<file path="config.mk">
export PLATFORM = sky130hd
export DESIGN_NAME = hazard_unit_flat
export DESIGN_NICKNAME = d
export VERILOG_FILES = /design/src/rtl/hazard_unit_if.sv /design/src/rtl/hazard_unit.sv /design/src/flat_wrapper.sv
export SDC_FILE = /design/constraint.sdc
export NUM_CORES = 1
export LEC_CHECK = 0
export ABC_CLOCK_PERIOD_IN_PS = 2500
export BUFFER_PORTS_ARGS = -buffer_cell sky130_fd_sc_hd__buf_4
export CELL_PAD_IN_SITES_DETAIL_PLACEMENT = 0
export CELL_PAD_IN_SITES_GLOBAL_PLACEMENT = 1
export CORE_MARGIN = 5
export CORE_UTILIZATION = 45
export CTS_BUF_LIST = sky130_fd_sc_hd__clkbuf_4 sky130_fd_sc_hd__clkbuf_8
export DETAILED_ROUTE_END_ITERATION = 10
export GPL_ROUTABILITY_DRIVEN = 0
export PLACE_DENSITY_LB_ADDON = 0.1
export SYNTH_ARGS = -nofsm -noshare
export SYNTH_HDL_FRONTEND = slang
export SYNTH_SLANG_ARGS = --single-unit
</file>
<file path="constraint.sdc">
create_clock -name clk -period 2.5 [get_ports clk]
set_clock_uncertainty 0.15 [all_clocks]
set_input_delay 0.5 -clock clk [delete_from_list [all_inputs] [get_ports clk]]
set_output_delay 0.5 -clock clk [all_outputs]
set_load 0.05 [all_outputs]
</file>
<file path="src/rtl/hazard_unit_if.sv">
// Hazard-unit bus: D-stage instruction tags and pipeline status in, stall/flush/forward controls out.
interface hazard_unit_if #(
  parameter int REG_AW = 5,
  parameter int CNT_W  = 16
);
  logic [REG_AW-1:0] rs1D;
  logic [REG_AW-1:0] rs2D;
  logic              use_rs1D;
  logic              use_rs2D;
  logic [REG_AW-1:0] rdD;
  logic              RegWriteD;
  logic              MemReadD;
  logic              validD;
  logic              PCSrcE;
  logic              mem_busy;

  logic              StallF;
  logic              StallD;
  logic              FlushD;
  logic              FlushE;
  logic              Freeze;
  logic [1:0]        ForwardAE;
  logic [1:0]        ForwardBE;
  logic [CNT_W-1:0]  stall_cnt;
  logic [CNT_W-1:0]  flush_cnt;

  modport master (
    output rs1D, rs2D, use_rs1D, use_rs2D, rdD, RegWriteD, MemReadD, validD,
           PCSrcE, mem_busy,
    input  StallF, StallD, FlushD, FlushE, Freeze, ForwardAE, ForwardBE,
           stall_cnt, flush_cnt
  );

  modport slave (
    input  rs1D, rs2D, use_rs1D, use_rs2D, rdD, RegWriteD, MemReadD, validD,
           PCSrcE, mem_busy,
    output StallF, StallD, FlushD, FlushE, Freeze, ForwardAE, ForwardBE,
           stall_cnt, flush_cnt
  );
endinterface

</file>
<file path="src/rtl/hazard_unit.sv">
// Hazard detection and forwarding control for the 5-stage RV32I pipeline.
// Tracks E/M/W destination tags and drives stall, flush and operand-forward selects.
module hazard_unit #(
  parameter int REG_AW = 5,
  parameter int FWD_EN = 1,
  parameter int CNT_W  = 16
) (
  input logic          clk,
  input logic          rst,
  hazard_unit_if.slave hz
);

  typedef struct packed {
    logic              valid;
    logic [REG_AW-1:0] rd;
    logic              reg_write;
    logic              mem_read;
    logic [REG_AW-1:0] rs1;
    logic [REG_AW-1:0] rs2;
  } e_stage_t;

  // M and W only ever act as producers, so they keep just the write tag.
  typedef struct packed {
    logic              valid;
    logic [REG_AW-1:0] rd;
    logic              reg_write;
  } wb_stage_t;

  e_stage_t         e_q;
  e_stage_t         d_in;
  wb_stage_t        m_q;
  wb_stage_t        w_q;
  logic [CNT_W-1:0] stall_cnt_q;
  logic [CNT_W-1:0] flush_cnt_q;

  logic e_hit1, e_hit2, m_hit1, m_hit2, w_hit1, w_hit2;
  logic lu_load, lu_raw, lu;
  logic m_fwd_a, w_fwd_a, m_fwd_b, w_fwd_b;
  logic stall_f, stall_d, flush_d, flush_e, freeze;
  logic [1:0] fwd_a, fwd_b;

  function automatic logic writes(input logic              valid,
                                  input logic              reg_write,
                                  input logic [REG_AW-1:0] rd,
                                  input logic [REG_AW-1:0] r);
    return valid & reg_write & (rd != '0) & (rd == r);
  endfunction

  always_comb begin
    d_in           = '0;
    d_in.valid     = hz.validD;
    d_in.rd        = hz.rdD;
    d_in.reg_write = hz.RegWriteD;
    d_in.mem_read  = hz.MemReadD;
    d_in.rs1       = hz.use_rs1D ? hz.rs1D : '0;
    d_in.rs2       = hz.use_rs2D ? hz.rs2D : '0;
  end

  always_comb begin
    e_hit1  = hz.use_rs1D & writes(e_q.valid, e_q.reg_write, e_q.rd, hz.rs1D);
    e_hit2  = hz.use_rs2D & writes(e_q.valid, e_q.reg_write, e_q.rd, hz.rs2D);
    m_hit1  = hz.use_rs1D & writes(m_q.valid, m_q.reg_write, m_q.rd, hz.rs1D);
    m_hit2  = hz.use_rs2D & writes(m_q.valid, m_q.reg_write, m_q.rd, hz.rs2D);
    w_hit1  = hz.use_rs1D & writes(w_q.valid, w_q.reg_write, w_q.rd, hz.rs1D);
    w_hit2  = hz.use_rs2D & writes(w_q.valid, w_q.reg_write, w_q.rd, hz.rs2D);
    lu_load = e_q.valid & e_q.mem_read & (e_hit1 | e_hit2);
    // Without forwarding the register file is the only source, so W still blocks.
    lu_raw  = e_hit1 | e_hit2 | m_hit1 | m_hit2 | w_hit1 | w_hit2;
    lu      = (FWD_EN != 0) ? lu_load : lu_raw;
  end

  always_comb begin
    m_fwd_a = writes(m_q.valid, m_q.reg_write, m_q.rd, e_q.rs1);
    w_fwd_a = writes(w_q.valid, w_q.reg_write, w_q.rd, e_q.rs1);
    m_fwd_b = writes(m_q.valid, m_q.reg_write, m_q.rd, e_q.rs2);
    w_fwd_b = writes(w_q.valid, w_q.reg_write, w_q.rd, e_q.rs2);
    fwd_a   = 2'b00;
    fwd_b   = 2'b00;
    if (FWD_EN != 0) begin
      if (m_fwd_a)      fwd_a = 2'b10;
      else if (w_fwd_a) fwd_a = 2'b01;
      if (m_fwd_b)      fwd_b = 2'b10;
      else if (w_fwd_b) fwd_b = 2'b01;
    end
  end

  always_comb begin
    stall_f = 1'b0;
    stall_d = 1'b0;
    flush_d = 1'b0;
    flush_e = 1'b0;
    freeze  = 1'b0;
    if (hz.mem_busy) begin
      stall_f = 1'b1;
      stall_d = 1'b1;
      freeze  = 1'b1;
    end else if (hz.PCSrcE) begin
      flush_d = 1'b1;
      flush_e = 1'b1;
    end else if (lu) begin
      stall_f = 1'b1;
      stall_d = 1'b1;
      flush_e = 1'b1;
    end
  end

  always_ff @(posedge clk or negedge rst) begin
    if (!rst) begin
      e_q         <= '0;
      m_q         <= '0;
      w_q         <= '0;
      stall_cnt_q <= '0;
      flush_cnt_q <= '0;
    end else if (!hz.mem_busy) begin
      e_q           <= flush_e ? '0 : d_in;
      m_q.valid     <= e_q.valid;
      m_q.rd        <= e_q.rd;
      m_q.reg_write <= e_q.reg_write;
      w_q           <= m_q;
      if (hz.PCSrcE) begin
        if (flush_cnt_q != '1) flush_cnt_q <= flush_cnt_q + CNT_W'(1);
      end else if (lu && (stall_cnt_q != '1)) begin
        stall_cnt_q <= stall_cnt_q + CNT_W'(1);
      end
    end
  end

  assign hz.StallF    = stall_f;
  assign hz.StallD    = stall_d;
  assign hz.FlushD    = flush_d;
  assign hz.FlushE    = flush_e;
  assign hz.Freeze    = freeze;
  assign hz.ForwardAE = fwd_a;
  assign hz.ForwardBE = fwd_b;
  assign hz.stall_cnt = stall_cnt_q;
  assign hz.flush_cnt = flush_cnt_q;

endmodule

</file>
<file path="src/flat_wrapper.sv">
// flat-port wrapper written by rule: the top's interface ports become plain ports
module hazard_unit_flat 
#(
  parameter int REG_AW = 5,
  parameter int FWD_EN = 1,
  parameter int CNT_W  = 16
)
  (clk, rst, hz_rs1D, hz_rs2D, hz_use_rs1D, hz_use_rs2D, hz_rdD, hz_RegWriteD, hz_MemReadD, hz_validD, hz_PCSrcE, hz_mem_busy, hz_StallF, hz_StallD, hz_FlushD, hz_FlushE, hz_Freeze, hz_ForwardAE, hz_ForwardBE, hz_stall_cnt, hz_flush_cnt);
  hazard_unit_if #(.REG_AW(REG_AW), .CNT_W(CNT_W)) hz_i ();
  input logic clk;
  input logic rst;
  input wire logic [$bits(hz_i.rs1D)-1:0] hz_rs1D;
  input wire logic [$bits(hz_i.rs2D)-1:0] hz_rs2D;
  input wire logic [$bits(hz_i.use_rs1D)-1:0] hz_use_rs1D;
  input wire logic [$bits(hz_i.use_rs2D)-1:0] hz_use_rs2D;
  input wire logic [$bits(hz_i.rdD)-1:0] hz_rdD;
  input wire logic [$bits(hz_i.RegWriteD)-1:0] hz_RegWriteD;
  input wire logic [$bits(hz_i.MemReadD)-1:0] hz_MemReadD;
  input wire logic [$bits(hz_i.validD)-1:0] hz_validD;
  input wire logic [$bits(hz_i.PCSrcE)-1:0] hz_PCSrcE;
  input wire logic [$bits(hz_i.mem_busy)-1:0] hz_mem_busy;
  output wire logic [$bits(hz_i.StallF)-1:0] hz_StallF;
  output wire logic [$bits(hz_i.StallD)-1:0] hz_StallD;
  output wire logic [$bits(hz_i.FlushD)-1:0] hz_FlushD;
  output wire logic [$bits(hz_i.FlushE)-1:0] hz_FlushE;
  output wire logic [$bits(hz_i.Freeze)-1:0] hz_Freeze;
  output wire logic [$bits(hz_i.ForwardAE)-1:0] hz_ForwardAE;
  output wire logic [$bits(hz_i.ForwardBE)-1:0] hz_ForwardBE;
  output wire logic [$bits(hz_i.stall_cnt)-1:0] hz_stall_cnt;
  output wire logic [$bits(hz_i.flush_cnt)-1:0] hz_flush_cnt;
  assign hz_i.rs1D = hz_rs1D;
  assign hz_i.rs2D = hz_rs2D;
  assign hz_i.use_rs1D = hz_use_rs1D;
  assign hz_i.use_rs2D = hz_use_rs2D;
  assign hz_i.rdD = hz_rdD;
  assign hz_i.RegWriteD = hz_RegWriteD;
  assign hz_i.MemReadD = hz_MemReadD;
  assign hz_i.validD = hz_validD;
  assign hz_i.PCSrcE = hz_PCSrcE;
  assign hz_i.mem_busy = hz_mem_busy;
  assign hz_StallF = hz_i.StallF;
  assign hz_StallD = hz_i.StallD;
  assign hz_FlushD = hz_i.FlushD;
  assign hz_FlushE = hz_i.FlushE;
  assign hz_Freeze = hz_i.Freeze;
  assign hz_ForwardAE = hz_i.ForwardAE;
  assign hz_ForwardBE = hz_i.ForwardBE;
  assign hz_stall_cnt = hz_i.stall_cnt;
  assign hz_flush_cnt = hz_i.flush_cnt;
  hazard_unit #(.REG_AW(REG_AW), .FWD_EN(FWD_EN), .CNT_W(CNT_W)) u_core (.clk(clk), .rst(rst), .hz(hz_i));
endmodule
</file>
==> results.txt, run 1 <==
The run finished, with violations left. The checks that failed: negative setup slack. The buffer and inverter count on the worst path is 2.

On the critical path the largest part of the delay comes from simple AND/OR/NAND/NOR gates. Net switching is 30.7% of the power. Logic gate share of total power: 22.4%. Total DRC errors in the routed layout: 0.

On the final layout, the worst hold slack is 0.102 ns. The via-per-instance ratio works out to 5.18. The CTS root buffer was sky130_fd_sc_hd__clkbuf_8. Arrival time of the worst setup path: 2.02 ns. The initial utilization of the core area, before any placement, comes to 46.2%. The run gives 0.33 ns as the insertion delay of the later-clocked pin in the worst-skew pair. A synthesized cell averages 12.0 um^2. The run gives 0.00679 mm^2 as the total core area. Relative to the synthesized area, the layout overhead comes to 32.7%. After clock tree synthesis, the flow added hold-fix buffers numbering 0. The logs give 0.00314 mm^2 for the synthesized cell area and 65 for the largest net degree at the start of global routing. The run gives 0 as the max-slew violation count. The first global-routing pass estimated 12200 um of wire.

The TritonCTS sink count was 64; the simple-gate share of the synthesized area was 13.1%. The number of flip-flops and latches in the synthesized netlist was 64. The time the worst path needs with I/O delays and setup is 2.67 ns, and the residual antenna-violating net count after detailed routing is 0.

The power per cell area is 685 mW/mm^2. For the number of global-route vias before repair, the log shows 2404. The maximum buffer depth of the clock tree was 2; the reported max-cap violation count was 0. Dividing the final minimum period by the clock period gives 107%. Setup violations remaining at the end of the flow were counted as 6. Sequential group share of total power: 43.7%. Mux cell area share after synthesis: 5.75%.

The smallest setup slack after layout is -0.175 ns, and the total routing resource utilization after global routing is 17.9%. After detailed routing, the met2 layer carries 3680 um of wire. The maximum frequency from static timing analysis was 374 MHz; the arithmetic-cell share of the synthesized area counting full adders, half adders and majority gates was 0.798%.

Largest stage delay on the critical path: 0.51 ns. The fill cell total of the finished layout was 579; the slew at the pin with the worst max-slew slack was 0.817 ns. Leaving out fill and tap cells, the most frequent cell in the layout is sky130_fd_sc_hd__buf_4. The maximum fanout along the worst path was 2. The clock network burns 33.8% of the power. The instance count on the critical path was 6; the number of enable flip-flop cells after synthesis was 0.

Traced cell by cell, the critical path runs through or4_1 -> o211ai_1 -> buf_4 -> nor4_4 -> nor4_4 -> buf_6. Summed over all layers, the routed wires come to 7370 um. The fraction of layout instances using a drive strength above 1 was 40.1%. The library cells used most frequently in the layout, excluding fill and tap cells, are 73 x sky130_fd_sc_hd__buf_4, 63 x sky130_fd_sc_hd__dfrtp_1, 30 x sky130_fd_sc_hd__xor2_1, 28 x sky130_fd_sc_hd__xnor2_1, 16 x sky130_fd_sc_hd__nand3_1. In this design, the critical path's most frequently occurring cell is sky130_fd_sc_hd__nor4_4. Prevailing post-synth register cell: sky130_fd_sc_hd__dfrtp_1. In this run the top signal layer used is met4. The first TritonRoute pass finished after 4 iterations. The worst register-to-register path begins at u_core.e_q[15]. The synthesized netlist devotes 8.86% of its cell area to compound gates. The number of antenna violations at the first check in global routing is 0. The number of warning messages in the yosys log is 0, and the number of nets in the synthesized netlist is 288. The critical path in this run is classified as register to output pin. The share of flip-flops with an asynchronous set or reset after synthesis was 100%; the total via count in the routed design was 2306. Cell taking the most area after synthesis: sky130_fd_sc_hd__dfrtp_1. In this run the number of H-tree levels came out at 3. The library cell contributing the largest single delay on the critical path was sky130_fd_sc_hd__or4_1. The setup check on the worst reg-to-reg path leaves a slack of 0.16 ns.

The internal power was 1.98 mW. Synthesis handed over a netlist of 262 instances. The register clock-pin slew on the reported worst setup and hold paths is 0.07 ns.

The count of buffers from port buffering was 64; the number of distinct library cell variants in the gate-level netlist after synthesis was 36. Final global-route overflow total: 0. STA puts the critical path data required time at 1.85 ns.

Setup repair after global routing could not meet its margin everywhere. Dominant combinational cell family by area after synthesis: XOR/XNOR gates. After detailed routing, the wire length on met1 is 3210 um. The number of cells on the worst reg-to-reg path is 7. The floorplan step set the die height to 93.5 um. The post-synthesis xor/xnor area fraction is 16.5%. The leakage component of the power was 2.07 nW; the total negative slack was -0.704 ns. The tools report the top-level I/O count as 65. The power spent charging and discharging nets was 0.877 mW.

The tools report the capture instance of the worst register-to-register path as u_core.hz.stall_cnt[1]. The tools report the total number of nets in the final design as 370. TritonCTS built the clock tree.

The floorplan step defined a die boundary enclosing 0.00874 mm^2. In this run the tightest slew margin relative to its limit is 45.5%. Counting the buffers created by CTS gives 9. Antenna diode count: 0. The worst hold path belongs to the class primary input to asynchronous set/reset pin.

The wire-length estimate of the detail-placed layout is 5240 um. The violation count after the first detailed-route iteration came out at 79. The element type at the critical path start was a register. The floorplan row count is 30.

The endpoint type of the worst setup path was an output pin. In the detailed route, the total length drawn on met3 is 427 um. For this run, the register share of the synthesized area comes to 51.1%. The tools report the number of endpoints with negative hold slack in the final report as 0. The routed length per placed instance was 16.6 um.

VDD sags by at most 0.558 mV. Yosys attributes the largest share of cell area to sky130_fd_sc_hd__dfrtp_1 51%, sky130_fd_sc_hd__xor2_1 8.4%, sky130_fd_sc_hd__xnor2_1 8.1%. The fraction of post-synthesis cell area in the top cell type by area is 51.1%, and the floorplan die width is 93.5 um.
-- synthesized netlist by cell type, types with 2 or more instances --
cell type                  number
sky130_fd_sc_hd__and3_1         6
sky130_fd_sc_hd__inv_1          6
sky130_fd_sc_hd__mux2_2        15
sky130_fd_sc_hd__buf_4          4
sky130_fd_sc_hd__clkbuf_1       2
sky130_fd_sc_hd__ha_1           2
sky130_fd_sc_hd__nand4_1        8
sky130_fd_sc_hd__nor3_1         6
sky130_fd_sc_hd__nand3_1       17
sky130_fd_sc_hd__a32o_2        10
sky130_fd_sc_hd__o211ai_1       3
sky130_fd_sc_hd__nor2_1        11
sky130_fd_sc_hd__dfrtp_1       64
sky130_fd_sc_hd__a22o_1         8
sky130_fd_sc_hd__o41ai_1        2
sky130_fd_sc_hd__or4_1          5
sky130_fd_sc_hd__and4_1         2
sky130_fd_sc_hd__nor4_1         6
sky130_fd_sc_hd__nand2_1       11
sky130_fd_sc_hd__xor2_1        30
sky130_fd_sc_hd__xnor2_1       29
-- cell type report --
type                            instances  area [um^2]  share of cell area, %
Timing Repair Buffer                   82          653                   15.7
Clock buffer                           14          186                   4.48
Clock inverter                          2         35.0                  0.842
Multi-Input combinational cell        181         1540                   37.0
Tap cell                               96          120                   2.89
Inverter                                6         22.5                  0.541
Sequential cell                        64         1600                   38.5
-- sequential cells by signal, summed over array words and instances, names as in the netlist --
| register | cells |
|---|---|
| u_core.m_q | 7 |
| u_core.hz.stall_cnt | 16 |
| u_core.e_q | 18 |
| u_core.w_q | 7 |
| u_core.hz.flush_cnt | 16 |
-- power by group through the flow --
stage               Sequential [mW]  Clock, mW  Combinational [mW]
floorplan                      1.40          0               0.243
global placement               1.26          0               0.589
detailed placement             1.27          0               0.592
CTS                            1.25      0.992               0.629
global route                   1.27       1.03               0.683
finish                         1.25      0.965               0.640
-- metrics by stage --
step / cell area (um^2) / worst slack, ns / utilization (%) / cells / power (mW)
2_1_floorplan: 3170 / -0.0542 / - / 262 / 1.65
3_3_place_gp: 3730 / 0.139 / 54.9 / 419 / 1.85
3_5_place_dp: 3730 / 0.105 / 54.9 / 419 / 1.86
4_1_cts: 4090 / -0.200 / 60.2 / 440 / 2.87
5_1_grt: 4160 / -0.273 / 61.3 / 445 / 2.98
6_report: 4160 / -0.175 / 61.3 / 445 / 2.85
-- worst reg2reg max path: stages (launching register included) --
cell and delay [ns]:
sky130_fd_sc_hd__dfrtp_1 0.40, sky130_fd_sc_hd__or4_4 0.56, sky130_fd_sc_hd__o2111ai_4 0.22, sky130_fd_sc_hd__buf_4 0.14, sky130_fd_sc_hd__buf_4 0.09, sky130_fd_sc_hd__nand4bb_2 0.15, sky130_fd_sc_hd__buf_4 0.19, sky130_fd_sc_hd__mux2_1 0.32
-- kinds of logic (layout without fill, tap and decap cells) --
family / Yosys count / after routing
xor+xnor: 59 / 59
buf+inv: 17 / 104
compound gates: 29 / 29
fa+ha+maj: 2 / 2
simple gates: 75 / 75
flops: 64 / 64
mux: 16 / 16
-- routing by layer --
layer  up-vias  track usage (%)
met3         5             6.68
met2        59             29.3
met5         -                0
met4         0             4.88
li1       1110                -
met1      1132             22.2
-- worst max-delay path by stage --
stage,from,to
2_1_floorplan,u_core.m_q[1],hz_ForwardAE[0]
3_3_place_gp,u_core.m_q[1],hz_ForwardAE[0]
3_5_place_dp,u_core.w_q[4],hz_ForwardBE[0]
4_1_cts,u_core.m_q[1],hz_ForwardAE[0]
5_1_grt,u_core.m_q[1],hz_ForwardAE[0]
6_report,u_core.m_q[1],hz_ForwardBE[0]
-- what timing repair did --
item,CTS,global route
endpoints found under the setup margin,7,7
resized for setup,21,5
pin swaps,9,2
setup buffers,5,5
hold endpoints to repair,0,0
Power figures use the tool's default switching activity.
==> inputs of run 2 (changes only) <==
ABC_AREA = 1   (was default)
CORE_UTILIZATION = 42   (was 45)
==> results.txt, run 2 <==
The tools report the reg-to-reg critical path startpoint as u_core.hz.flush_cnt[0] (was u_core.e_q[15]). The maximum frequency from static timing analysis is 421 MHz (was 374 MHz), and the global-route wire length before repair is 16100 um (was 12200 um). The total negative slack was 0 ns (was -0.704 ns).

Share of flip-flops with an asynchronous set or reset after synthesis: 100% (unchanged). Prevailing post-synth register cell: sky130_fd_sc_hd__dfrtp_1 (unchanged). The violation count after the first detailed-route iteration was 100 (was 79); the routed length per placed instance was 14.1 um (was 16.6 um).

The critical path class is register to output pin (unchanged). The slew at the pin with the worst max-slew slack was 0.511 ns (was 0.817 ns). Start point of the worst min-delay path: hz_MemReadD. The register-to-register setup slack is 0.38 ns (was 0.16 ns), and the number of iterations in the first detailed-routing pass is 4 (unchanged). Commonest cells after routing, fill and taps aside: 174 x sky130_fd_sc_hd__nand2_1, 67 x sky130_fd_sc_hd__buf_4, 64 x sky130_fd_sc_hd__dfrtp_1, 40 x sky130_fd_sc_hd__nor2_1, 34 x sky130_fd_sc_hd__inv_1 (was 73 x sky130_fd_sc_hd__buf_4, 63 x sky130_fd_sc_hd__dfrtp_1, 30 x sky130_fd_sc_hd__xor2_1, 28 x sky130_fd_sc_hd__xnor2_1, 16 x sky130_fd_sc_hd__nand3_1). Number of setup violations in the final report: 0 (was 6).

The flow ran to the end, and the final reports show no timing, DRC or antenna violations. The TritonCTS sink count came out at 64 (unchanged). The power per cell area was 644 mW/mm^2 (was 685 mW/mm^2). The worst hold path passes through 3 cells. The number of enable flip-flop cells after synthesis works out to 0 (unchanged). The final global-route overflow total was 0 (unchanged). For the total instance count after detailed placement, the log shows 653 (was 419). Worst endpoint required time: 1.85 ns (about the same).

Maximum fanout along the worst path: 5 (was 2). Dominant cell by count in the synthesized netlist: sky130_fd_sc_hd__nand2_1 (was sky130_fd_sc_hd__dfrtp_1). TritonCTS built the clock tree. Cell count after synthesis: 491 (was 262). The number of distinct library cell variants in the gate-level netlist after synthesis is 29 (was 36), and the depth of the CTS H-tree is 3 (unchanged). The leakage component of the power was 2.28 nW (was 2.07 nW); the worst vdd rail ir drop was 0.306 mV (was 0.558 mV). The tools report the number of endpoints with negative hold slack in the final report as 0 (unchanged).

The total number of nets in the final design came out at 583 (was 370). The die area came out at 0.0109 mm^2 (was 0.00874 mm^2). The total via count in the routed design was 3294 (was 2306).

The starting density of the core is 43.0% (was 46.2%), and the fraction of post-synthesis cell area in the top cell type by area is 42.7% (was 51.1%). The maximum buffer depth of the clock tree is 2 (unchanged), and the number of flip-flops under the largest register name is 18 (unchanged). The top-level I/O count is 65 (unchanged). Fraction of layout instances using a drive strength above 1: 20.1% (was 40.1%).

For the residual antenna-violating net count after detailed routing, the log shows 0 (unchanged). For the arrival time of the worst setup path, the log shows 1.72 ns (was 2.02 ns). The die height works out to 104 um (was 93.5 um). Max-slew violation count: 0 (unchanged). Synth area leaders: sky130_fd_sc_hd__dfrtp_1 43%, sky130_fd_sc_hd__nand2_1 18%, sky130_fd_sc_hd__xor2_1 6.5% (was sky130_fd_sc_hd__dfrtp_1 51%, sky130_fd_sc_hd__xor2_1 8.4%, sky130_fd_sc_hd__xnor2_1 8.1%).

For hold timing, the worst endpoint is u_core.e_q[10]. The synthesized cell area is 0.00375 mm^2 (was 0.00314 mm^2), and the fraction of the cycle the final worst path needs is 94.9% (was 107%). The synthesis-to-finish area growth is 22.0% (was 32.7%), and the post-layout total power is 2.94 mW (was 2.85 mW).

The number of nets in the synthesized netlist came out at 517 (was 288). The endpoint type of the worst setup path was an output pin (unchanged). The worst-case hold slack was 0.262 ns (was 0.102 ns).

The worst min-delay path category was primary input to register (was primary input to asynchronous set/reset pin). The tools report the number of buffers created by CTS as 9 (unchanged). Final wirelength: 9460 um (was 7370 um). The worst setup path startpoint was u_core.e_q[12] (was u_core.m_q[1]). The cell taking the most area after synthesis is sky130_fd_sc_hd__dfrtp_1 (unchanged). Element type at the critical path start: a register (unchanged). The floorplan die width came out at 104 um (was 93.5 um). The area after detailed placement is 0.00430 mm^2 (was 0.00373 mm^2). Register clock-pin slew on the reported worst setup and hold paths: 0.08 ns (was 0.07 ns). The floorplan row count was 34 (was 30). Most common cell after layout, fill and taps aside: sky130_fd_sc_hd__nand2_1 (was sky130_fd_sc_hd__buf_4). The time the worst path needs with I/O delays and setup works out to 2.37 ns (was 2.67 ns).

Cell area after layout: 0.00457 mm^2 (was 0.00416 mm^2). The mean instance size in the synthesized netlist was 7.64 um^2 (was 12.0 um^2); the number of global-route vias before repair was 3176 (was 2404). The length in cells of the worst reg-to-reg path is 8 (was 7), and the insertion delay of the later-clocked pin in the worst-skew pair is 0.35 ns (was 0.33 ns). Reported max-cap violation count: 0 (unchanged).

The count of buffers from port buffering works out to 64 (unchanged). Largest net degree at the start of global routing: 38 (was 65). The tools report the normalized max-slew margin as 65.9% (was 45.5%). The antenna diode count came out at 0 (unchanged). The register bank with the most flops is u_core.e_q (unchanged). Via-per-instance ratio: 4.92 (was 5.18). The fraction of the yosys area taken by sequential cells was 42.7% (was 51.1%); the final HPWL from detailed placement was 6990 um (was 5240 um). The number of flip-flops and latches in the synthesized netlist is 64 (unchanged), and the total DRC errors in the routed layout is 0 (unchanged).

The tools report the number of warning messages in the yosys log as 0 (unchanged). For the total routing resource utilization after global routing, the log shows 18.0% (was 17.9%). The total core area is 0.00872 mm^2 (was 0.00679 mm^2). Synth cell count leaders: 175 x sky130_fd_sc_hd__nand2_1, 64 x sky130_fd_sc_hd__dfrtp_1, 40 x sky130_fd_sc_hd__nor2_1 (was 64 x sky130_fd_sc_hd__dfrtp_1, 30 x sky130_fd_sc_hd__xor2_1, 29 x sky130_fd_sc_hd__xnor2_1). Capture instance of the worst register-to-register path: u_core.hz.flush_cnt[14] (was u_core.hz.stall_cnt[1]).

The fill cell total of the finished layout was 848 (was 579). The CTS root buffer is sky130_fd_sc_hd__clkbuf_8 (unchanged). The non-filler instance count after layout was 670 (was 445).

Number of antenna violations at the first check in global routing: 0 (unchanged).
run 2: changes by cell type in the layout (fill, tap and decap cells not counted), moves of 7 or more:
cell / previous run / this run
sky130_fd_sc_hd__nor2_1: 11 / 40
sky130_fd_sc_hd__inv_2: 0 / 7
sky130_fd_sc_hd__o22ai_1: 0 / 7
sky130_fd_sc_hd__a32o_2: 10 / 0
sky130_fd_sc_hd__inv_1: 6 / 34
sky130_fd_sc_hd__o21ai_0: 0 / 21
sky130_fd_sc_hd__a22o_1: 8 / 0
sky130_fd_sc_hd__nor3_1: 6 / 13
sky130_fd_sc_hd__nand3_1: 16 / 33
sky130_fd_sc_hd__xnor2_1: 28 / 17
sky130_fd_sc_hd__nand2_1: 11 / 174
sky130_fd_sc_hd__mux2_2: 15 / 0
run 2: cells by family (layout without fill, tap and decap cells):
logic type	count (synthesis)	after routing	synth area share (%)
compound gates	37	37	5.37
xor+xnor	45	45	10.5
fa+ha+maj	2	2	0.667
buf+inv	57	128	7.11
flops	64	64	42.7
simple gates	286	286	33.6
run 2: worst max-delay path: stages (launching register included):
cell,delay [ns]
sky130_fd_sc_hd__dfrtp_1,0.39
sky130_fd_sc_hd__inv_2,0.09
sky130_fd_sc_hd__nand2_1,0.08
sky130_fd_sc_hd__nand2_1,0.05
sky130_fd_sc_hd__nor2_1,0.10
sky130_fd_sc_hd__nand3_1,0.10
sky130_fd_sc_hd__nand2_2,0.14
sky130_fd_sc_hd__nand2_2,0.10
sky130_fd_sc_hd__o21ai_4,0.16
sky130_fd_sc_hd__buf_6,0.18
run 2: how the worst max path moves through the flow:
| stage | to | slack (ns) | cells past startpoint |
|---|---|---|---|
| after floorplan | hz_StallF | 0.08 | 9 |
| after global placement | hz_StallD | 0.28 | 9 |
| after detailed placement | hz_StallD | 0.28 | 10 |
| after CTS | hz_StallD | 0.06 | 9 |
| after global routing | hz_StallF | -0.002 | 9 |
| final | hz_StallD | 0.13 | 9 |
run 2: stage by stage:
stage                     util (%)  worst slack (ns)
after CTS                     52.1            0.0570
final                         52.4             0.127
after global routing          52.4          -0.00157
after floorplan                  -            0.0835
after detailed placement      49.3             0.281
after global placement        49.3             0.285
run 2: what timing repair did:
| action | in CTS | in global routing |
|---|---|---|
| cloned | 0 | 0 |
| setup buffers | 0 | 0 |
| endpoints found under the setup margin | 3 | 5 |
| gates resized for setup | 1 | 7 |
| hold buffers | 1 | 0 |
| hold endpoints to repair | 35 | 0 |
run 2: cell type report:
cell class	count	area (um^2)	area share (%)
Multi-Input combinational cell	370	1910	41.7
Sequential cell	64	1600	35.0
Timing Repair Buffer	71	547	12.0
Inverter	41	154	3.37
Tap cell	108	135	2.95
Clock buffer	10	138	3.01
Clock inverter	6	92.6	2.02
run 2: power breakdown:
part           internal (mW)  switching, mW  leakage, nW
registers               1.13          0.123        0.858
clock network          0.592          0.440        0.109
logic                  0.223          0.440         1.32
total                   1.94           1.00         2.28
run 2: metal layers:
metal  global-route usage, %  part of all wire, %  up-vias
li1                        -                    -     1691
met1                    24.9                   47     1538
met2                    28.4                   48       56
met3                    3.17                  3.8        9
met4                    6.57                  1.3        0
met5                       0                    0        -
==> inputs of run 3 (changes only) <==
CORE_ASPECT_RATIO = 1.1   (was default)
==> results.txt, run 3 (synthesized netlist as in run 2, its figures left out) <==
The register clock-pin slew on the reported worst setup and hold paths is 0.08 ns (about the same), and the fraction of the cycle the final worst path needs is 97.1% (was 94.9%). The power spent charging and discharging nets is 1.00 mW (about the same). The total routing resource utilization after global routing was 19.2% (was 18.0%). The tools report the reg-to-reg critical path startpoint as u_core.hz.flush_cnt[0] (unchanged). The floorplan row count came out at 36 (was 34). The area after detailed placement was 0.00431 mm^2 (was 0.00430 mm^2); the antenna diode count was 0 (unchanged). Number of endpoints with negative hold slack in the final report: 0 (unchanged).

The tools report the number of buffers created by CTS as 9 (unchanged). The CTS root buffer was sky130_fd_sc_hd__clkbuf_8 (unchanged). The leakage component of the power is 2.30 nW (was 2.28 nW). Worst min-delay path category: primary input to asynchronous set/reset pin (was primary input to register). The logs give 0 (unchanged) for the total DRC errors in the routed layout and 3282 (was 3176) for the number of global-route vias before repair.

The fraction of layout instances using a drive strength above 1 was 22.4% (was 20.1%); the maximum buffer depth of the clock tree was 2 (unchanged). The run gives 3344 (was 3294) as the total via count in the routed design. The time the worst path needs with I/O delays and setup works out to 2.43 ns (was 2.37 ns).

The share of total power in the clock network is 31.4% (was 35.1%), and the floorplan die width is 100 um (was 104 um). The tools report the depth of the CTS H-tree as 3 (unchanged). The library cell contributing the largest single delay on the critical path is sky130_fd_sc_hd__dfrtp_1 (unchanged).

The number of flip-flops under the largest register name is 18 (unchanged), and the power per cell area is 612 mW/mm^2 (was 644 mW/mm^2). The residual antenna-violating net count after detailed routing was 0 (unchanged); the count of buffers from port buffering was 64 (unchanged). Register bank with the most flops: u_core.e_q (unchanged). The largest stage delay on the critical path was 0.42 ns (was 0.39 ns); the reported max-cap violation count was 0 (unchanged). The total number of nets in the final design came out at 588 (was 583).

The synthesis-to-finish area growth is 23.2% (was 22.0%), and the logic gate share of total power is 24.6% (was 22.5%). The maximum fanout along the worst path is 4 (was 5). Sequential group share of total power: 44.1% (was 42.4%). The TritonCTS sink count is 64 (unchanged), and the maximum frequency from static timing analysis is 412 MHz (was 421 MHz). The routed length per placed instance was 14.4 um (was 14.1 um). The tools report the top-level I/O count as 65 (unchanged). The critical path class is register to output pin (unchanged).

The switching power as a share of total power works out to 35.4% (was 34.1%). The logs give 5 (was 4) for the number of iterations in the first detailed-routing pass and 7270 um (was 6990 um) for the final HPWL from detailed placement. The final wirelength is 9820 um (was 9460 um).

Cell area after layout: 0.00462 mm^2 (was 0.00457 mm^2). Commonest cells after routing, fill and taps aside: 172 x sky130_fd_sc_hd__nand2_1, 72 x sky130_fd_sc_hd__buf_4, 64 x sky130_fd_sc_hd__dfrtp_1, 36 x sky130_fd_sc_hd__nor2_1, 34 x sky130_fd_sc_hd__inv_1 (was 174 x sky130_fd_sc_hd__nand2_1, 67 x sky130_fd_sc_hd__buf_4, 64 x sky130_fd_sc_hd__dfrtp_1, 40 x sky130_fd_sc_hd__nor2_1, 34 x sky130_fd_sc_hd__inv_1). The arrival time of the worst setup path is 1.78 ns (was 1.72 ns), and the insertion delay of the later-clocked pin in the worst-skew pair is 0.34 ns (was 0.35 ns). The tools report the worst setup path startpoint as u_core.e_q[16] (was u_core.e_q[12]). The die area is 0.0109 mm^2 (about the same).

The run gives 1.83 mW (was 1.94 mW) as the internal power. The starting density of the core is 42.7% (was 43.0%). The cell occurring most often along the worst timing path is sky130_fd_sc_hd__nand2_1. The number of setup violations in the final report is 0 (unchanged), and the total core area is 0.00878 mm^2 (was 0.00872 mm^2). For the largest net degree at the start of global routing, the log shows 65 (was 38). The run gives 1.85 ns (about the same) as the worst endpoint required time.

The via-per-instance ratio was 4.91 (was 4.92). For the normalized max-slew margin, the log shows 44.1% (was 65.9%). TritonCTS built the clock tree.

The endpoint type of the worst setup path is an output pin (unchanged). The max-slew violation count is 0 (unchanged), and the violation count after the first detailed-route iteration is 149 (was 100). The element type at the critical path start is a register (unchanged). The slew at the pin with the worst max-slew slack works out to 0.839 ns (was 0.511 ns). The tools report the non-filler instance count after layout as 681 (was 670). The tools report the worst vdd rail ir drop as 0.608 mV (was 0.306 mV).

The most common cell after layout, fill and taps aside is sky130_fd_sc_hd__nand2_1 (unchanged). The global-route wire length before repair was 16400 um (was 16100 um); the total instance count after detailed placement was 659 (was 653). The run gives 0 (unchanged) as the number of antenna violations at the first check in global routing.

Cells along the critical path: inv_2 -> nand2_1 -> nand2_1 -> nor2_4 -> nand3_2 -> nand2_4 -> nand2_2 -> o21ai_4 -> buf_6 (was inv_2 -> nand2_1 -> nand2_1 -> nor2_1 -> nand3_1 -> nand2_2 -> nand2_2 -> o21ai_4 -> buf_6). The die height was 109 um (was 104 um). The tools report the final global-route overflow total as 0 (unchanged). The flow ran to the end, and the final reports show no timing, DRC or antenna violations.
run 3: critical path: cells and delay by family (launching register included):
kind                   cells  cell delay [ns]
AOI/OAI and AO/OA          1             0.17
and+or+nand+nor            6             0.60
DFF                        1             0.42
buffers and inverters      2             0.25
run 3: layout make-up:
cell class	instances	area [um^2]
repair buffers	76	586
flip-flops and latches	64	1600
fillers	918	4160
clock buffers	10	131
clock inverters	6	60.1
well taps	114	143
inverters	41	156
multi-input cells	370	1940
run 3: metal layers:
| layer | part of all wire, % | GRT usage [%] | wire length, um |
|---|---|---|---|
| met1 | 46 | 24.9 | 4560 |
| met4 | 2.0 | 9.34 | 201 |
| met5 | 0 | 0 | 0 |
| met3 | 3.2 | 4.03 | 310 |
| met2 | 48 | 30.7 | 4750 |
run 3: path summary, 6_finish.rpt:
check | endpoint | slack (ns) | cells after the start
worst max-delay path | hz_StallD | 0.07 | 9
worst min-delay path | u_core.e_q[14] | 0.09 | 1
worst max register to register | u_core.hz.flush_cnt[14] | 0.55 | 8
worst min register to register | u_core.w_q[6] | 0.34 | 2
max in group asynchronous | u_core.hz.stall_cnt[2] | 1.54 | 1
min in group clk | u_core.e_q[12] | 0.27 | 3
run 3: metrics by stage:
| step | setup WS, ns | hold slack (ns) | utilization [%] | setup TNS [ns] | total power [mW] |
|---|---|---|---|---|---|
| 3_5_place_dp | 0.0737 | 0.329 | 49.1 | 0 | 1.94 |
| 4_1_cts | 0.0135 | 0.133 | 51.8 | 0 | 2.85 |
| 5_1_grt | -0.00141 | 0.155 | 52.6 | -0.00269 | 2.99 |
| 3_3_place_gp | 0.108 | 0.316 | 49.1 | 0 | 1.93 |
| 2_1_floorplan | 0.0835 | 0.0544 | - | 0 | 1.70 |
| 6_report | 0.0727 | 0.0930 | 52.6 | 0 | 2.83 |
run 3: power by group through the flow:
stage | sequential (mW) | combinational (mW) | clock (mW)
2_1_floorplan | 1.40 | 0.296 | 0
3_3_place_gp | 1.26 | 0.666 | 0
3_5_place_dp | 1.26 | 0.672 | 0
4_1_cts | 1.24 | 0.686 | 0.916
5_1_grt | 1.26 | 0.756 | 0.970
6_report | 1.25 | 0.694 | 0.888
run 3: what timing repair did:
| action | in CTS | in global routing |
|---|---|---|
| setup endpoints to repair | 4 | 5 |
| hold buffers | 0 | 0 |
| buffers inserted | 3 | 3 |
| pin swaps | 2 | 9 |
| gates resized for setup | 6 | 14 |
